### config.mk
export PLATFORM = sky130hd
export DESIGN_NAME = dff_bank_write_arbiter
export DESIGN_NICKNAME = d
export VERILOG_FILES = /design/src/rtl/dff_bank_write_arbiter_pkg.sv /design/src/rtl/dff_bank_write_arbiter_reg_tick_decoder.sv /design/src/rtl/dff_bank_write_arbiter.sv
export SDC_FILE = /design/constraint.sdc
export NUM_CORES = 1
export LEC_CHECK = 0
export ABC_AREA = 0
export ABC_CLOCK_PERIOD_IN_PS = 2300
export BUFFER_PORTS_ARGS = -buffer_cell sky130_fd_sc_hd__buf_2
export CORE_MARGIN = 10
export CORE_UTILIZATION = 48
export CTS_CLUSTER_SIZE = 25
export DETAILED_ROUTE_END_ITERATION = 7
export PLACE_DENSITY = 0.88
export SLEW_MARGIN = 0
export SYNTH_ARGS = -nofsm -noshare
export SYNTH_HDL_FRONTEND = slang
export SYNTH_SLANG_ARGS = --single-unit
### constraint.sdc
create_clock -name Clock -period 2.3 [get_ports Clock]
set_clock_uncertainty 0.2 [all_clocks]
set_input_delay 0.345 -clock Clock [delete_from_list [all_inputs] [get_ports Clock]]
set_output_delay 0.345 -clock Clock [all_outputs]
set_load 0.03 [all_outputs]
### src/rtl/dff_bank_write_arbiter_pkg.sv
// -----------------------------------------------------------------------------
// dff_bank_write_arbiter_pkg
//
// Shared encodings for the register-bank write arbiter:
//   owner_t : who owns the Tick/WrData driven in the current cycle
//   state_t : arbiter FSM states
//   owner_of: maps an FSM state onto the Owner value it presents
// -----------------------------------------------------------------------------
package dff_bank_write_arbiter_pkg;

    typedef enum logic [1:0] {
        OWNER_NONE = 2'd0,
        OWNER_A    = 2'd1,
        OWNER_B    = 2'd2
    } owner_t;

    typedef enum logic [1:0] {
        IDLE    = 2'd0,
        GRANT_A = 2'd1,
        GRANT_B = 2'd2,
        LOCK_B  = 2'd3
    } state_t;

    // LOCK_B reports B as owner even when no write is in flight, so the
    // debug host can see it still holds the port.
    function automatic owner_t owner_of(input state_t s);
        owner_t o;
        case (s)
            GRANT_A:        o = OWNER_A;
            GRANT_B,
            LOCK_B:         o = OWNER_B;
            default:        o = OWNER_NONE;
        endcase
        return o;
    endfunction

endpackage

### src/rtl/dff_bank_write_arbiter_reg_tick_decoder.sv
// -----------------------------------------------------------------------------
// reg_tick_decoder
//
// Combinational register-address decoder for the flip-flop bank.
//   addr     in  ADDR_W    register index to decode
//   onehot   out NUM_REGS  one-hot enable; all zeros when addr is out of range
//   out_of_range out 1     addr >= NUM_REGS
// The parent registers both outputs.
// -----------------------------------------------------------------------------
module reg_tick_decoder #(
    parameter int NUM_REGS = 32,
    parameter int ADDR_W   = 5
) (
    input  logic [ADDR_W-1:0]   addr,
    output logic [NUM_REGS-1:0] onehot,
    output logic                out_of_range
);

    // One extra bit so NUM_REGS == 2**ADDR_W is still representable.
    localparam logic [ADDR_W:0] NUM_REGS_EXT = (ADDR_W + 1)'(NUM_REGS);

    // Each bit is an independent equality compare, so an address beyond the
    // bank simply matches nothing and the vector stays zero.
    for (genvar gi = 0; gi < NUM_REGS; gi++) begin : g_dec
        assign onehot[gi] = (addr == ADDR_W'(gi));
    end

    assign out_of_range = ({1'b0, addr} >= NUM_REGS_EXT);

endmodule

### src/rtl/dff_bank_write_arbiter.sv
// -----------------------------------------------------------------------------
// dff_bank_write_arbiter
//
// Arbitrates the single write port of a D-flip-flop register bank between
// requester A (CPU writeback) and requester B (debug/host). Round-robin with a
// debug lock mode; every output is registered, so a request sampled at edge k
// drives Tick/WrData/Ack/Owner during cycle k+1 and the bank captures at k+1.
//
// Ports:
//   Clock            single system clock, rising edge
//   Reset            synchronous active-high reset
//   Halt             blocks new grants
//   A_Req/Addr/Data  requester A write request (held until A_Ack)
//   A_Ack            one-cycle pulse: A's write is performed this cycle
//   B_Req/Addr/Data  requester B write request (held until B_Ack)
//   B_Lock           B asks for exclusive ownership of the port
//   B_Ack            one-cycle pulse: B's write is performed this cycle
//   Tick             one-hot register enable (zero when idle / out of range)
//   WrData           data to every register D input; holds when idle
//   Owner            0 none, 1 A, 2 B
//   Locked           high while the port is locked to B
//   AddrErr          pulses with the Ack when the granted address >= NUM_REGS
// -----------------------------------------------------------------------------
module dff_bank_write_arbiter
    import dff_bank_write_arbiter_pkg::*;
#(
    parameter int NUM_REGS = 32,
    parameter int ADDR_W   = 5,
    parameter int DATA_W   = 32
) (
    input  logic                Clock,
    input  logic                Reset,
    input  logic                Halt,
    input  logic                A_Req,
    input  logic [ADDR_W-1:0]   A_Addr,
    input  logic [DATA_W-1:0]   A_Data,
    output logic                A_Ack,
    input  logic                B_Req,
    input  logic                B_Lock,
    input  logic [ADDR_W-1:0]   B_Addr,
    input  logic [DATA_W-1:0]   B_Data,
    output logic                B_Ack,
    output logic [NUM_REGS-1:0] Tick,
    output logic [DATA_W-1:0]   WrData,
    output logic [1:0]          Owner,
    output logic                Locked,
    output logic                AddrErr
);

    // ------------------------------------------------------------------
    // State
    // ------------------------------------------------------------------
    state_t              state_reg,    state_next;
    logic                last_b_reg,   last_b_next;   // 1: B granted most recently
    logic                a_ack_reg,    a_ack_next;
    logic                b_ack_reg,    b_ack_next;
    logic [NUM_REGS-1:0] tick_reg,     tick_next;
    logic [DATA_W-1:0]   wr_data_reg,  wr_data_next;
    logic [1:0]          owner_reg,    owner_next;
    logic                locked_reg,   locked_next;
    logic                addr_err_reg, addr_err_next;

    // ------------------------------------------------------------------
    // Arbitration signals
    // ------------------------------------------------------------------
    logic                lock_hold;
    logic                a_elig;
    logic                b_elig;
    logic                grant_a;
    logic                grant_b;
    logic                grant_any;
    logic [ADDR_W-1:0]   grant_addr;
    logic [NUM_REGS-1:0] dec_onehot;
    logic                dec_oor;

    // A requester whose Ack is high this cycle is still showing Req from the
    // write being performed now; it must not be granted again at this edge.
    assign lock_hold = (state_reg == LOCK_B) && B_Lock;
    assign a_elig    = A_Req && !a_ack_reg && !lock_hold && !Halt;
    assign b_elig    = B_Req && !b_ack_reg && !Halt;

    // On contention the requester not granted most recently wins. While the
    // lock holds, A is never eligible, so B wins whenever it asks.
    assign grant_a   = a_elig && (!b_elig || last_b_reg);
    assign grant_b   = b_elig && !grant_a;
    assign grant_any = grant_a || grant_b;

    assign grant_addr = grant_a ? A_Addr : B_Addr;

    reg_tick_decoder #(
        .NUM_REGS (NUM_REGS),
        .ADDR_W   (ADDR_W)
    ) u_tick_dec (
        .addr         (grant_addr),
        .onehot       (dec_onehot),
        .out_of_range (dec_oor)
    );

    // ------------------------------------------------------------------
    // Next-state / next-output logic
    // ------------------------------------------------------------------
    always_comb begin
        state_next    = IDLE;
        last_b_next   = last_b_reg;
        a_ack_next    = grant_a;
        b_ack_next    = grant_b;
        tick_next     = '0;
        wr_data_next  = wr_data_reg;
        addr_err_next = 1'b0;

        // Lock is entered only by actually granting B with B_Lock high, and
        // persists (even through idle or halted cycles) until B_Lock is
        // sampled low.
        if (grant_b && B_Lock) begin
            state_next = LOCK_B;
        end else if (lock_hold) begin
            state_next = LOCK_B;
        end else if (grant_a) begin
            state_next = GRANT_A;
        end else if (grant_b) begin
            state_next = GRANT_B;
        end else begin
            state_next = IDLE;
        end

        // Pointer moves only when somebody is actually granted.
        if (grant_a) begin
            last_b_next = 1'b0;
        end else if (grant_b) begin
            last_b_next = 1'b1;
        end

        if (grant_any) begin
            tick_next     = dec_onehot;
            wr_data_next  = grant_a ? A_Data : B_Data;
            addr_err_next = dec_oor;
        end

        owner_next  = owner_of(state_next);
        locked_next = (state_next == LOCK_B);
    end

    // ------------------------------------------------------------------
    // Registers
    // ------------------------------------------------------------------
    // Reset has priority over any grant decided at the same edge, so such a
    // write is dropped and the pointer returns to favouring A.
    always_ff @(posedge Clock) begin
        if (Reset) begin
            state_reg    <= IDLE;
            last_b_reg   <= 1'b1;
            a_ack_reg    <= 1'b0;
            b_ack_reg    <= 1'b0;
            tick_reg     <= '0;
            wr_data_reg  <= '0;
            owner_reg    <= OWNER_NONE;
            locked_reg   <= 1'b0;
            addr_err_reg <= 1'b0;
        end else begin
            state_reg    <= state_next;
            last_b_reg   <= last_b_next;
            a_ack_reg    <= a_ack_next;
            b_ack_reg    <= b_ack_next;
            tick_reg     <= tick_next;
            wr_data_reg  <= wr_data_next;
            owner_reg    <= owner_next;
            locked_reg   <= locked_next;
            addr_err_reg <= addr_err_next;
        end
    end

    // ------------------------------------------------------------------
    // Outputs
    // ------------------------------------------------------------------
    assign A_Ack   = a_ack_reg;
    assign B_Ack   = b_ack_reg;
    assign Tick    = tick_reg;
    assign WrData  = wr_data_reg;
    assign Owner   = owner_reg;
    assign Locked  = locked_reg;
    assign AddrErr = addr_err_reg;

endmodule

==> impl_results.md, run 1 <==
* Final period util at 0.890
* DRC viols at 0
* Final setup vio count at 0
* RR Startpoint: A_Ack$_SDFF_PP0_
* I/O Buffers at 148
* Largest net degree at the start of global routing at 34
* Synth Warn # at 0
* Die W at 105 um
* Core Area at 0.00691 sq mm
* Clock sink total at 72
* Critical path arrival at 2.10 ns
* Ys flop type: dfxtp_1
* Routed len/inst at 20.1 um
* Number of global-route vias before repair at 3646
* Initial antenna violation count at 0
* Relative slew slack at 0.608
* Net Sw Frac at 0.290
* Synthesized Nets at 422
* Outcome: finished, final reports clean
* Total internal power at 0.00196 W
* Synth Cell Area at 0.00345 sq mm
* Power density over cell area at 610 mW/mm^2
* Sequential fraction of the synthesis area at 0.417
* Post-Route Setup TNS at 0 ns
* Cts hold-fix bufs at 0
* Vias at 3605
* Layout area overhead at 31.1%
* Gpl congestion at 0.843
* Number of enable flip-flop cells after synthesis at 0
* Commonest non-fill, non-tap cells in the layout: buf_2 (148), dfxtp_1 (72), inv_1 (32), a2111oi_0 (32), a221o_1 (32)
* Synth Register Bits at 72
* Worst Max-Slew Pin Slew at 0.588 ns
* Power share of the clock group at 0.333
* Ports at 150
* Number of diodes at 0
* Storage element area at 0.00144 sq mm
* Hpwl dp at 8420 um
* Worst r2r path cells at 4
* Reg power frac at 0.483
* Avg Vias per Cell at 6.27
* Total of max-cap violations at 0
* CP startpoint kind: flip-flop
* Max Freq at 488 MHz
* CP Capture Type: flip-flop
* Crit path max fanout at 19
* Chip Height at 105 um
* Total Wirelength at 11600 um
* Gr usage total at 0.199
* Fill count at 606
* Switching power at 0.000801 W
* Setup CP Type: reg2reg
* Library cells used by synthesis at 38
* Reg clk slew, reported paths at 0.07 ns
* Critical path required time at 2.35 ns
* Commonest non-fill, non-tap cell in the layout: buf_2
* Worst-skew pair later-pin latency at 0.34 ns
* Area occupied by multi-input gates at 0.00171 sq mm
* Initial Util at 0.500
* Synth async-reset ratio at 0
* Post-Synthesis Cells at 342
* Post-CTS sizing at 0
* Setup WS pre-CTS at 0.132 ns
* Peak supply drop at 490 uV
* Total CTS buffers at 9
* Hold depth at 2
* Setup Fix Bufs, Post-CTS at 0
* Pleak at 1.87 nW
* Unrepaired setup endpoints after global routing: false
* Remaining antenna violation count at 0
* Initial drt markers at 234
* Hold_sp: B_Data[11]
* Syn Area/Cell at 10.1 sq um
* Hold WC Path Type: in2reg
* Core Util, Final at 0.655
* PnR worst setup slack at 0.252 ns
* Num rows at 30
* CTS tree: yes
* CTS root buffer: clkbuf_8
* Logic pwr share at 0.184
* Nets at 556
* Start point of the critical path: A_Ack$_SDFF_PP0_
* Power, Total at 0.00276 W
* Gr ovfl total at 0
* Fin crit period at 2.05 ns
* Max Root-Sink Buffers at 2
* Hold Vio Cnt, Final at 0
* TritonRoute pass-1 iters at 4
* H-tree depth at 3
* Max-slew violation count at 0
* Fraction of layout cells with a size suffix above 1 at 0.424
* Global-route wire length before repair at 18600 um
* Die ar. at 0.0110 sq mm
worst max-delay path, stage by stage, from the launching register on:
cell and delay [ns]:
dfxtp_1 0.32, or3b_1 0.41, buf_4 0.23, or4_1 0.53
a221oi_1 0.27
routing by layer:
metal,up-vias,track usage,part of all wire,wire (um)
li1,1685,-,-,-
met3,15,0.0848,0.11,1320
met5,-,0,0,0
met1,1709,0.226,0.39,4500
met4,0,0.0598,0.014,161
met2,196,0.331,0.48,5580
path summary, 6_finish.rpt:
kind | endpoint | slack [ns]
setup / recovery | Tick[15]$_SDFF_PP0_ | 0.25
hold / removal | WrData[11]$_SDFFE_PP0N_ | 0.02
setup reg to reg | Tick[15]$_SDFF_PP0_ | 0.25
hold reg to reg | Locked$_SDFF_PP0_ | 0.31
cell type report:
type / count / share of cell area
inverters: 32 / 0.0265
flip-flops and latches: 72 / 0.318
clock buffers: 14 / 0.0381
multi-input cells: 189 / 0.379
well taps: 96 / 0.0265
repair buffers: 172 / 0.212
through the flow:
step                      cell area, sq um  instances  hold WS, ns
after global placement                4350        561        0.299
final                                 4530        575       0.0180
after global routing                  4530        575       0.0218
after CTS                             4530        575      0.00687
after detailed placement              4350        561        0.297
after floorplan                       3450        342        0.259
power by group through the flow:
stage / Combinational, W / Clock, W / Sequential (W)
5_1_grt: 0.000546 / 0.000971 / 0.00134
3_3_place_gp: 0.000492 / 0 / 0.00136
6_report: 0.000509 / 0.000918 / 0.00133
4_1_cts: 0.000507 / 0.000918 / 0.00133
2_1_floorplan: 0.000199 / 0 / 0.00146
3_5_place_dp: 0.000506 / 0 / 0.00136
logic make-up (layout without fill, tap and decap cells):
family                 after synthesis  in the layout  synth area share
AO/OA/AOI/OAI                      122            122             0.329
AND/OR/NAND/NOR                     66             66             0.156
flip-flops                          72             72             0.417
other                                1              1           0.00109
buffers and inverters               81            218            0.0960
Yosys cell counts (8+ instances only):
cell type | n | area (sq um)
buf_2 | 13 | 65.1
a221o_1 | 32 | 320
nor4bb_1 | 12 | 120
o31ai_1 | 15 | 113
nor4b_1 | 9 | 78.8
clkbuf_1 | 31 | 116
dfxtp_1 | 72 | 1440
a221oi_2 | 10 | 150
inv_1 | 32 | 120
a2111oi_0 | 32 | 280
nand4_1 | 18 | 113
a221oi_1 | 22 | 193
and4b_1 | 8 | 80.1
Note: power is estimated with default switching activity, not from simulation.
==> run 2: changes to the inputs <==
Settings changed: PLACE_DENSITY 0.88 to 0.84.
==> run 2 against run 1 <==
  * Via count decreased by 0.83%
  * Worst setup slack got worse by 0.014 ns
  * Clock power increased by 20%
  * Largest cell class unchanged
  * Largest power group unchanged
==> impl_results.md, run 2 (synthesized netlist as in run 1, its figures left out) <==
* Outcome: finished, final reports clean
* Num rows at 30 (unchanged)
* Relative slew slack at 0.600 (-0.00791)
* Largest net degree at the start of global routing at 34 (unchanged)
* Met1 Wirelength at 4560 um (+1.4%)
* Post-Route Setup TNS at 0 ns (unchanged)
* Total CTS buffers at 9 (unchanged)
* Final setup vio count at 0 (unchanged)
* Total of max-cap violations at 0 (unchanged)
* Peak supply drop at 432 uV (-12%)
* Remaining antenna violation count at 0 (unchanged)
* Max-slew violation count at 0 (unchanged)
* CP Capture Type: flip-flop
* Gpl congestion at 0.780 (-7.4%)
* Hold WC Path Type: in2reg
* CP bufs+invs at 1 (unchanged)
* Max Used Layer: met5
* Critical path's slowest cell: or4_1
* R2R setup slack at 0.24 ns (about the same)
* Post-CTS sizing at 0 (unchanged)
* Global-route wire length before repair at 18400 um (-0.89%)
* Unrepaired setup endpoints after global routing: false
* Number of diodes at 0 (unchanged)
* Area occupied by multi-input gates at 0.00171 sq mm (unchanged)
* Hpwl dp at 8200 um (-2.6%)
* Die ar. at 0.0110 sq mm (unchanged)
* Commonest non-fill, non-tap cells in the layout: buf_2 (148), dfxtp_1 (72), inv_1 (32), a2111oi_0 (32), a221o_1 (32)
* Fraction of layout cells with a size suffix above 1 at 0.429 (+0.00537)
* Max Root-Sink Buffers at 2 (unchanged)
* Power, Total at 0.00293 W (+6.3%)
* Avg Vias per Cell at 6.21 (-1.0%)
* Setup CP Type: reg2reg
* Initial Util at 0.500 (unchanged)
* I/O Buffers at 148 (unchanged)
* Slowest cell delay on critical path at 0.53 ns (about the same)
* Critical path arrival at 2.10 ns (about the same)
* Gr ovfl total at 0 (unchanged)
* Chip Height at 105 um (unchanged)
* Gr usage total at 0.199 (about the same)
* CP startpoint kind: flip-flop
* Number of global-route vias before repair at 3636 (-0.27%)
* CP top delay family: simple AND/OR/NAND/NOR gates
* CTS tree: yes
* Hold_sp: B_Data[6]
* Fill count at 586 (-3.3%)
* Setup Fix Bufs, Post-CTS at 0 (unchanged)
* Total Wirelength at 11400 um (-1.7%)
* DRC viols at 0 (unchanged)
* Power density over cell area at 646 mW/mm^2 (+5.9%)
* Reg clk slew, reported paths at 0.08 ns (about the same)
* Max Freq at 485 MHz (-0.66%)
* TritonRoute pass-1 iters at 5 (+1)
* WL met3 at 1100 um (-17%)
* RR Endpoint: Tick[31]$_SDFF_PP0_
* Worst r2r path cells at 4 (unchanged)
* CTS root buffer: clkbuf_8
* Die W at 105 um (unchanged)
* Routed len/inst at 19.7 um (-1.9%)
* Layout area overhead at 31.5%
* Crit path max fanout at 19 (unchanged)
* Initial drt markers at 216 (-7.7%)
* Hold EP: WrData[6]$_SDFFE_PP0N_
* Storage element area at 0.00144 sq mm (unchanged)
* Cts hold-fix bufs at 0 (unchanged)
* Initial antenna violation count at 1 (+1)
* H-tree depth at 3 (unchanged)
* Clock sink total at 72 (unchanged)
* Vias at 3575 (-0.83%)
* Fin crit period at 2.06 ns (+0.0136 ns)
* Final period util at 0.896 (+0.00593)
* Hold depth at 2 (unchanged)
* Hold Vio Cnt, Final at 0 (unchanged)
* Worst-skew pair later-pin latency at 0.34 ns (about the same)
* Core Area at 0.00691 sq mm (unchanged)
* Pleak at 1.88 nW (+0.53%)
* Ports at 150 (unchanged)
* WL met2 at 5530 um (-1.0%)
* Nets at 555 (-0.18%)
* Worst Max-Slew Pin Slew at 0.585 ns (-0.00324 ns)
* CP Cell Sequence: or3b_1 -> buf_4 -> or4_1 -> a221oi_1
* RR Startpoint: A_Ack$_SDFF_PP0_
* Commonest non-fill, non-tap cell in the layout: buf_2
* Critical path required time at 2.33 ns (-0.02 ns)
## run 2: cell types whose count changed in the layout (fill, tap and decap cells not counted), moves of 2 or more
cell       previous run  this run
clkbuf_8             12        10
clkbuf_1              2         0
buf_12                3         1
clkinv_2              0         3
bufinv_16             0         2
## run 2: routing by layer
layer  up-vias  global-route usage
met5         -                   0
met4         2              0.0608
met3        20              0.0756
met2       185               0.328
met1      1690               0.234
li1       1678                   -
## run 2: worst max-delay path by stage
stage / startpoint / endpoint / slack (ns) / cells past startpoint
finish: A_Ack$_SDFF_PP0_ / Tick[31]$_SDFF_PP0_ / 0.24 / 4
global route: A_Ack$_SDFF_PP0_ / Tick[31]$_SDFF_PP0_ / 0.08 / 4
floorplan: A_Ack$_SDFF_PP0_ / Tick[10]$_SDFF_PP0_ / 0.24 / 5
global placement: Halt / Tick[15]$_SDFF_PP0_ / 0.16 / 5
CTS: A_Ack$_SDFF_PP0_ / Tick[31]$_SDFF_PP0_ / 0.28 / 4
detailed placement: Halt / Tick[31]$_SDFF_PP0_ / 0.08 / 5
## run 2: report_power, final
part	total, W	internal (W)	switching [W]
Combinational	0.000501	0.000182	0.000318
Sequential	0.00133	0.00130	0.0000294
Clock	0.00110	0.000634	0.000468
Total	0.00293	0.00212	0.000815
## run 2: stage by stage
| stage | hold WS (ns) | worst slack, ns | instance area [sq um] | instances | utilization |
|---|---|---|---|---|---|
| CTS | 0.0112 | 0.276 | 4540 | 576 | 0.658 |
| detailed placement | 0.313 | 0.0756 | 4320 | 560 | 0.626 |
| global placement | 0.312 | 0.162 | 4320 | 560 | 0.626 |
| finish | 0.0168 | 0.239 | 4540 | 576 | 0.658 |
| floorplan | 0.259 | 0.235 | 3450 | 342 | - |
| global route | 0.00672 | 0.0762 | 4540 | 576 | 0.658 |
## run 2: cell type report
type | instances | area share
flip-flops and latches | 72 | 0.317
clock inverters | 6 | 0.0182
multi-input cells | 189 | 0.377
inverters | 32 | 0.0264
well taps | 96 | 0.0264
repair buffers | 171 | 0.204
clock buffers | 10 | 0.0303
